**src/rtl/bsg_segment_assembler_pkg.sv**
```systemverilog
// Shared types and elaboration-time helpers for the segment assembler.
//   state_e      : assembler FSM states (fill / full)
//   safe_clog2   : clog2 that never returns 0 (used for the segment id width)
//   seg_offset   : bit offset of segment k inside the wide word
//   width_sum    : total width of the first n segments
// Segment widths are handed to the helpers as a flat 32-bit-per-entry vector
// so that a single function signature serves every els_p.
package bsg_segment_assembler_pkg;

    localparam int max_els_lp = 64;

    typedef enum logic {e_fill, e_full} state_e;

    function automatic int safe_clog2(input int n);
        return (n <= 1) ? 1 : $clog2(n);
    endfunction

    function automatic int seg_offset(input logic [max_els_lp*32-1:0] widths, input int k);
        int s;
        s = 0;
        for (int j = 0; j < max_els_lp; j++)
            if (j < k) s += int'(widths[j*32 +: 32]);
        return s;
    endfunction

    function automatic int width_sum(input logic [max_els_lp*32-1:0] widths, input int n);
        return seg_offset(widths, n);
    endfunction

endpackage

```
**src/rtl/bsg_segment_assembler_mask.sv**
```systemverilog
// Fill-tracking mask for the segment assembler.
// Ports:
//   clk_i, reset_n_i : clock, asynchronous active-low reset
//   set              : one-hot (or zero) bits to mark written this cycle
//   clear            : drop every bit (word consumed); wins over set
//   mask             : registered written-segment vector
//   done             : (mask | set) covers exactly the required segments,
//                      i.e. the word is complete after this edge
module bsg_segment_assembler_mask #(
    parameter int                els_p = 1,
    parameter logic [els_p-1:0]  req_p = '1
) (
    input  logic             clk_i,
    input  logic             reset_n_i,
    input  logic [els_p-1:0] set,
    input  logic             clear,
    output logic [els_p-1:0] mask,
    output logic             done
);

    always_ff @(posedge clk_i or negedge reset_n_i) begin
        if (!reset_n_i)
            mask <= '0;
        else if (clear)
            mask <= '0;
        else
            mask <= mask | set;
    end

    assign done = ((mask | set) == req_p);

endmodule

```
**src/rtl/bsg_segment_assembler.sv**
```systemverilog
// Segment assembler: collects narrow segment writes into one wide word for a
// segmented enable register and hands the completed word to a consumer.
// Ports:
//   clk_i, reset_n_i  : clock, asynchronous active-low reset
//   v_i, ready_and_o  : segment write handshake (fire = v_i & ready_and_o)
//   seg_id_i, data_i  : target segment and its LSB-aligned data
//   en_o, data_o      : per-segment enable and broadcast wide data
//   written_o         : segments written since the last clear
//   v_o, yumi_i       : word-complete handshake to the consumer
// Optional build macro BSG_SEGMENT_ASSEMBLER_DUP_STALL_EN: a write to an
// already-filled segment is stalled instead of overwriting it.
module bsg_segment_assembler
    import bsg_segment_assembler_pkg::*;
#(
    parameter int               els_p       = 3,
    parameter int               widths_p [els_p-1:0] = '{12, 4, 8},
    parameter int               width_sum_p = 24,
    parameter logic [els_p-1:0] skip_p      = '0,
    parameter int               max_width_p = 12,
    parameter int               id_width_p  = safe_clog2(els_p)
) (
    input  logic                   clk_i,
    input  logic                   reset_n_i,
    input  logic                   v_i,
    input  logic [id_width_p-1:0]  seg_id_i,
    input  logic [max_width_p-1:0] data_i,
    output logic                   ready_and_o,
    output logic [els_p-1:0]       en_o,
    output logic [width_sum_p-1:0] data_o,
    output logic [els_p-1:0]       written_o,
    output logic                   v_o,
    input  logic                   yumi_i
);

    function automatic logic [max_els_lp*32-1:0] pack_widths();
        logic [max_els_lp*32-1:0] r;
        r = '0;
        for (int k = 0; k < els_p; k++) r[k*32 +: 32] = widths_p[k];
        return r;
    endfunction

    localparam logic [max_els_lp*32-1:0] widths_flat_lp = pack_widths();
    localparam logic [els_p-1:0]         req_lp         = ~skip_p;

    if (els_p > max_els_lp) begin : g_bad_els
        $error("bsg_segment_assembler: els_p exceeds max_els_lp");
    end
    if (width_sum_p != width_sum(widths_flat_lp, els_p)) begin : g_bad_sum
        $error("bsg_segment_assembler: width_sum_p does not match sum of widths_p");
    end

    state_e           state;
    logic             v_r;
    logic             rdy_r;
    logic             fire;
    logic             done;
    logic             clear;
    logic [els_p-1:0] sel;
    logic [els_p-1:0] mask;

    // Decode seg_id_i per segment; ids >= els_p simply match nothing, which
    // makes out-of-range writes fall out as accepted-and-discarded.
    for (genvar k = 0; k < els_p; k++) begin : g_seg
        localparam int off_lp = seg_offset(widths_flat_lp, k);
        localparam int w_lp   = widths_p[k];

        if (w_lp > max_width_p) begin : g_bad_w
            $error("bsg_segment_assembler: widths_p entry exceeds max_width_p");
        end

        assign data_o[off_lp +: w_lp] = data_i[w_lp-1:0];
        assign sel[k] = (seg_id_i == id_width_p'(k));
    end

`ifdef BSG_SEGMENT_ASSEMBLER_DUP_STALL_EN
    // Hold off a rewrite of a filled segment until the word is consumed.
    logic dup;
    assign dup         = v_i & |(sel & mask);
    assign ready_and_o = rdy_r & ~dup;
`else
    assign ready_and_o = rdy_r;
`endif

    assign fire      = v_i & ready_and_o;
    assign en_o      = fire ? (sel & ~skip_p) : '0;
    assign clear     = (state == e_full) & yumi_i;
    assign written_o = mask;
    assign v_o       = v_r;

    bsg_segment_assembler_mask #(
        .els_p (els_p),
        .req_p (req_lp)
    ) u_mask (
        .clk_i     (clk_i),
        .reset_n_i (reset_n_i),
        .set       (en_o),
        .clear     (clear),
        .mask      (mask),
        .done      (done)
    );

    // rdy_r stays low through reset and comes up on the first edge after
    // release; with nothing required, that same edge goes straight to FULL.
    always_ff @(posedge clk_i or negedge reset_n_i) begin
        if (!reset_n_i) begin
            state <= e_fill;
            v_r   <= 1'b0;
            rdy_r <= 1'b0;
        end else begin
            case (state)
                e_fill: begin
                    if (done) begin
                        state <= e_full;
                        v_r   <= 1'b1;
                        rdy_r <= 1'b0;
                    end else begin
                        rdy_r <= 1'b1;
                    end
                end
                e_full: begin
                    if (yumi_i) begin
                        state <= e_fill;
                        v_r   <= 1'b0;
                        rdy_r <= 1'b1;
                    end
                end
            endcase
        end
    end

    a_yumi_legal: assert property (@(posedge clk_i) disable iff (!reset_n_i) yumi_i |-> v_o);

endmodule

```
**config.mk**
```make
export PLATFORM = sky130hd
export DESIGN_NAME = bsg_segment_assembler
export DESIGN_NICKNAME = d
export VERILOG_FILES = /design/src/rtl/bsg_segment_assembler_pkg.sv /design/src/rtl/bsg_segment_assembler_mask.sv /design/src/rtl/bsg_segment_assembler.sv
export SDC_FILE = /design/constraint.sdc
export NUM_CORES = 1
export LEC_CHECK = 0
export CAP_MARGIN = 40
export CORE_MARGIN = 1
export CORE_UTILIZATION = 28
export CTS_CLUSTER_DIAMETER = 200
export DETAILED_ROUTE_END_ITERATION = 8
export PLACE_DENSITY = 0.78
export SLEW_MARGIN = 5
export SYNTH_ARGS = -nofsm -noshare
export SYNTH_HDL_FRONTEND = slang
export SYNTH_SLANG_ARGS = --single-unit
```
**constraint.sdc**
```tcl
create_clock -name clk_i -period 1.7 [get_ports clk_i]
set_input_delay 0.34 -clock clk_i [delete_from_list [all_inputs] [get_ports clk_i]]
set_output_delay 0.34 -clock clk_i [all_outputs]
set_load 0.01 [all_outputs]
```
* Yosys cells after proc, flatten, opt, wreduce, memory -nomap -nowiden
Index checks and enable logic that the tools add are counted.
** Word-level totals
- Bits in registers :: 6
- Input port bits :: 18
- Output and inout bits :: 32
- Word-level logic and storage cells :: 26
** Operators by class
- Eq/ne operators :: 5
- Mux-type cells :: 11
- Bitwise gates (word level) :: 4
- Reduce and logical (&&, ||, !) cells :: 2
** Operator list (number)
- $mux 1 :: 6
- $mux 3 :: 2
- $pmux 1 s2 :: 3
- $ne 2x2->1 const B :: 2
- $eq 3x3->1 const B :: 1
- $or 3x3->3 :: 1
- $and 1x1->1 :: 2
- $eq 2x1->1 const B :: 1
- $eq 2x2->1 const B :: 1
- $logic_not 2->1 :: 1
- $reduce_and 2->1 :: 1
- $not 1->1 :: 1

* Depth between registers and ports, before layout
- Depth after elaboration :: 6
- Depth in mapped cells :: 3
- Depth with buffers taken out :: 3

* Cells and area by module
From an unflattened synthesis, not the netlist that was laid out.
** Second synthesis, totals
- Cell total of the unflattened synthesis :: 49
- Area total of the unflattened synthesis :: 441.7 µm²
** Modules (own cells, without submodules)
- bsg_segment_assembler :: instances 1, cells each 39, area an instance 334.1 µm²
- bsg_segment_assembler_mask :: instances 1, cells each 10, area an instance 107.6 µm²

* Worst setup path before layout
OpenSTA, ideal clock, no wires.
- Path type :: flip-flop to flip-flop
- Start point :: register rdy_r (netlist: ready_and_o)
- End point :: register rdy_r (netlist: ready_and_o)
- Library setup time :: 121 ps
- Data arrival time :: 999 ps
- Required time :: 1579 ps
- Path slack :: 580 ps
- Cell stages (with the launch flop) :: 4
- Buffers on the path :: 0
- Clock period less this slack :: 1120 ps
- Path through :: dfrtp_1 and4bb_2 o22ai_2 o22a_1
** On the way
- Longest elaborated chain between the ends :: 6
** Ends and longest elaborated chain
- from (decl) :: RTL line bsg_segment_assembler.sv:54 : logic rdy_r;
- from (signal assigned) :: RTL line bsg_segment_assembler.sv:108 : rdy_r <= 1'b0;
- from (signal assigned) :: RTL line bsg_segment_assembler.sv:115 : rdy_r <= 1'b0;
- from (signal assigned) :: RTL line bsg_segment_assembler.sv:117 : rdy_r <= 1'b1;
- $and 1x1->1 :: RTL line bsg_segment_assembler.sv:84 : assign fire = v_i & ready_and_o;
- $mux 3 :: RTL line bsg_segment_assembler.sv:85 : assign en_o = fire ? (sel & ~skip_p) : '0;
- net en_o[0] :: RTL line bsg_segment_assembler.sv:28 : output logic [els_p-1:0] en_o,
- $or 3x3->3 :: RTL line bsg_segment_assembler_mask.sv:30 : assign done = ((mask | set) == req_p);
- $eq 3x3->1 :: RTL line bsg_segment_assembler_mask.sv:30
- $mux 1 :: RTL line bsg_segment_assembler.sv:112 : if (done) begin
- $pmux 1 s2 :: RTL line bsg_segment_assembler.sv:110 : case (state)
The timed path passes the listed nets, and every way through them passes these cells.
A chain may end at the register's enable or synchronous reset.

* Final worst setup path
- Start point :: input port seg_id_i[1]
- End point :: output port en_o[2]
** On the way
- Longest elaborated chain between the ends :: 2
** Ends and longest elaborated chain
- from (decl) :: RTL line bsg_segment_assembler.sv:25 : input logic [id_width_p-1:0] seg_id_i,
- $eq 2x2->1 :: RTL line bsg_segment_assembler.sv:72 : assign sel[k] = (seg_id_i == id_width_p'(k));
- $mux 3 :: RTL line bsg_segment_assembler.sv:85
- to (decl) :: RTL line bsg_segment_assembler.sv:28
No other way between the ends.

==> metrics.md <==
| Metric | Value |
|---|---|
| Req. time, crit path | `1360 ps` |
| DP Area | `431.7 µm²` |
| Largest net degree at the start of global routing | `7` |
| CP cell instances | `clkdlybuf4s50_1, and4b_2, clkdlybuf4s15_1` |
| Hold Path Class | `in2async` |
| Max Cap Viol | `0` |
| Post-Synthesis Mean Instance Area | `10.01 µm²` |
| Top-count cell post-synth | `buf_4` |
| Synth Register Bits | `6` |
| Layout cells sized above 1 | `0.2821` |
| Crit-path max cell delay | `490 ps` |
| Largest cells by area after synthesis | `buf_4 41%, dfrtp_1 34%, and4b_2 5.1%` |
| Cell area after layout | `449.2 µm²` |
| Register area | `150.1 µm²` |
| Crit start category | `input pin` |
| Die area | `0.001736 mm²` |
| Final routed DRC violation total | `0` |
| Synth area leader | `buf_4` |
| Synth Instances | `44` |
| First-pass GRT wire length | `1.104 mm` |
| Relative slew margins | `0.8248` |
| DRT iter0 DRCs | `4` |
| WL final | `641 µm` |
| Max Transition Viols Final | `0` |
| FILL cells | `132` |
| Post-synth EDFFs | `0` |
| Status | `complete, no violations` |
| Initial antenna violation count | `0` |
| Library cells used by synthesis | `11` |
| FF-to-FF setup slack | `460 ps` |
| Clock Skew | `1.213 ps` |
| Clock buffer depth | `2` |
| Leak | `0.1933 nW` |
| R2r endpoint | `v_o` |
| Tot GR Track Use | `0.08778` |
| Die W | `41.66 µm` |
| Cell Pwr Density | `1599 mW/mm²` |
| DP HPWL | `518.8 µm` |
| Vias in the first global route | `270` |
| Clock root cell | `clkbuf_4` |
| Slowest cell on the critical path | `clkdlybuf4s50_1` |
| Worst EP arrival | `1320 ps` |
| NumNets Final | `59` |
| Period utilization | `0.9741` |
| Synth top cells by count | `24 x buf_4, 6 x dfrtp_1, 3 x o21a_1` |
| Final Hold Fails | `0` |
| Area Growth Syn to Fin | `1.989%` |
| Final min period | `1656 ps` |
| Clk slew on worst S/H paths | `40 ps` |
| GRT met3 Usage | `0.04348` |
| Met1 Use GR | `0.08108` |
| Crit path kind | `in2out` |
| WL per Instance | `11.87 µm` |
| Core Area | `0.001383 mm²` |
| Reg2Reg Depth | `4` |
| Initial core utilization | `0.3186` |
| Gpl congestion | `0.6217` |
| GRT Residual Overflow | `0` |
| # diodes | `0` |
| Mapped Nets | `62` |
| WP buf/inv | `2` |
| Sequential share of the synthesized area | `0.3409` |
| IO buf count | `13` |
| RSZ-0062 raised after global routing | `false` |
| Final std cells w/o fill | `54` |
| Vias per cell | `4.278` |
| Cell Count Post-Placement | `51` |
| Top cell type's share of synthesized area | `0.4091` |
| Row cnt | `13` |
| CTS tree | `done` |
| Max VDD drop | `0.0004506 V` |
| Synth Cell Area | `440.4 µm²` |
| Final ANT Viol Nets | `0` |
| GR peak layer | `met2` |
| Detailed-router iteration count before antenna repair | `3` |
| Fmax | `603.9 MHz` |
| Worst-margin pin slew | `262.0 ps` |
| H-tree depth | `1` |
| Worst-skew pair later-pin latency | `240 ps` |
| Synth async-reset ratio | `1.000` |
| CP endpoint kind | `output pin` |
| CTS Buf Count | `3` |
| Met2 global-route usage | `0.1219` |
| Footprint of the multi-input gates | `110.1 µm²` |
| Final setup violation count | `0` |
| Postcts setup bufs | `0` |
| Worst path top cell family by delay | `buffers and inverters` |
| Die height | `41.66 µm` |
| # IOs | `50` |
| Ys flop type | `dfrtp_1` |
| DR vias | `231` |
| CP max FO | `3` |
| Clock sinks | `6` |
| R2r startpoint | `ready_and_o` |
| Ys Warns | `0` |
-- cells in the final DEF, fill, tap and decap left out --
master / synthesis / routed
nand2b_1: 1 / 1
buf_4: 24 / 3
and4bb_2: 1 / 1
nand2_1: 2 / 2
o21bai_1: 1 / 1
o22a_1: 1 / 1
o22ai_2: 1 / 1
clkbuf_2: 0 / 1
clkbuf_4: 0 / 3
clkdlybuf4s50_1: 0 / 10
clkdlybuf4s15_1: 0 / 2
and4b_2: 2 / 2
dfrtp_1: 6 / 6
o21a_1: 3 / 3
o21ai_0: 2 / 2
-- metal layers --
layer | share of wire | up-vias
met1 | 0.36 | 106
met3 | 0.11 | 0
met5 | 0 | -
met2 | 0.53 | 8
met4 | 0 | 0
li1 | - | 117
-- report_power, final --
part,switching (W),total [W],internal (W)
Clock,0.0000456,0.000125,0.0000795
Combinational,0.000122,0.000317,0.000195
Sequential,0.0000590,0.000276,0.000217
Total,0.000227,0.000718,0.000492
-- cells by family after synthesis --
kind of cell,Yosys count,synth area share
buf+inv,24,0.4091
compound gates,8,0.1392
flops,6,0.3409
simple gates,6,0.1108
-- area by class of cell --
cell class,count,area share
Tap cell,15,0.04178
Sequential cell,6,0.3343
Multi-Input combinational cell,14,0.2451
Timing Repair Buffer,16,0.3287
Clock buffer,3,0.05014
-- flip-flops by register name (all words and copies together), names as in the netlist --
register and flops:
u_mask.mask 3, v_o 1, ready_and_o 1, state 1
-- worst max path at each step --
stage / start / end / slack [ps] / cells past startpoint
floorplan: ready_and_o / ready_and_o / 580 / 3
global placement: seg_id_i[0] / en_o[0] / -270 / 3
finish: seg_id_i[1] / en_o[2] / 40 / 3
detailed placement: seg_id_i[0] / en_o[0] / -270 / 3
CTS: seg_id_i[1] / en_o[1] / 9 / 3
global route: v_i / en_o[2] / 7 / 3
-- per-stage QoR --
stage | hold WS [ps] | utilization | power [W] | setup TNS, ps | setup WS (ps)
3_3_place_gp | 479.8 | 0.3122 | 0.0005928 | -756.0 | -273.7
6_report | 338.5 | 0.3249 | 0.0007182 | 0 | 44.02
3_5_place_dp | 485.7 | 0.3122 | 0.0006023 | -749.2 | -269.0
5_1_grt | 347.1 | 0.3249 | 0.0007723 | 0 | 6.610
2_1_floorplan | 44.41 | - | 0.0004740 | 0 | 579.6
4_1_cts | 333.2 | 0.3267 | 0.0007324 | 0 | 9.088
-- timing repair --
item | in CTS | in global routing
endpoints found under the setup margin | 3 | 3
hold buffers | 0 | 0
pin swaps | 0 | 0
resized for setup | 4 | 3
Note: power is estimated with default switching activity, not from simulation.
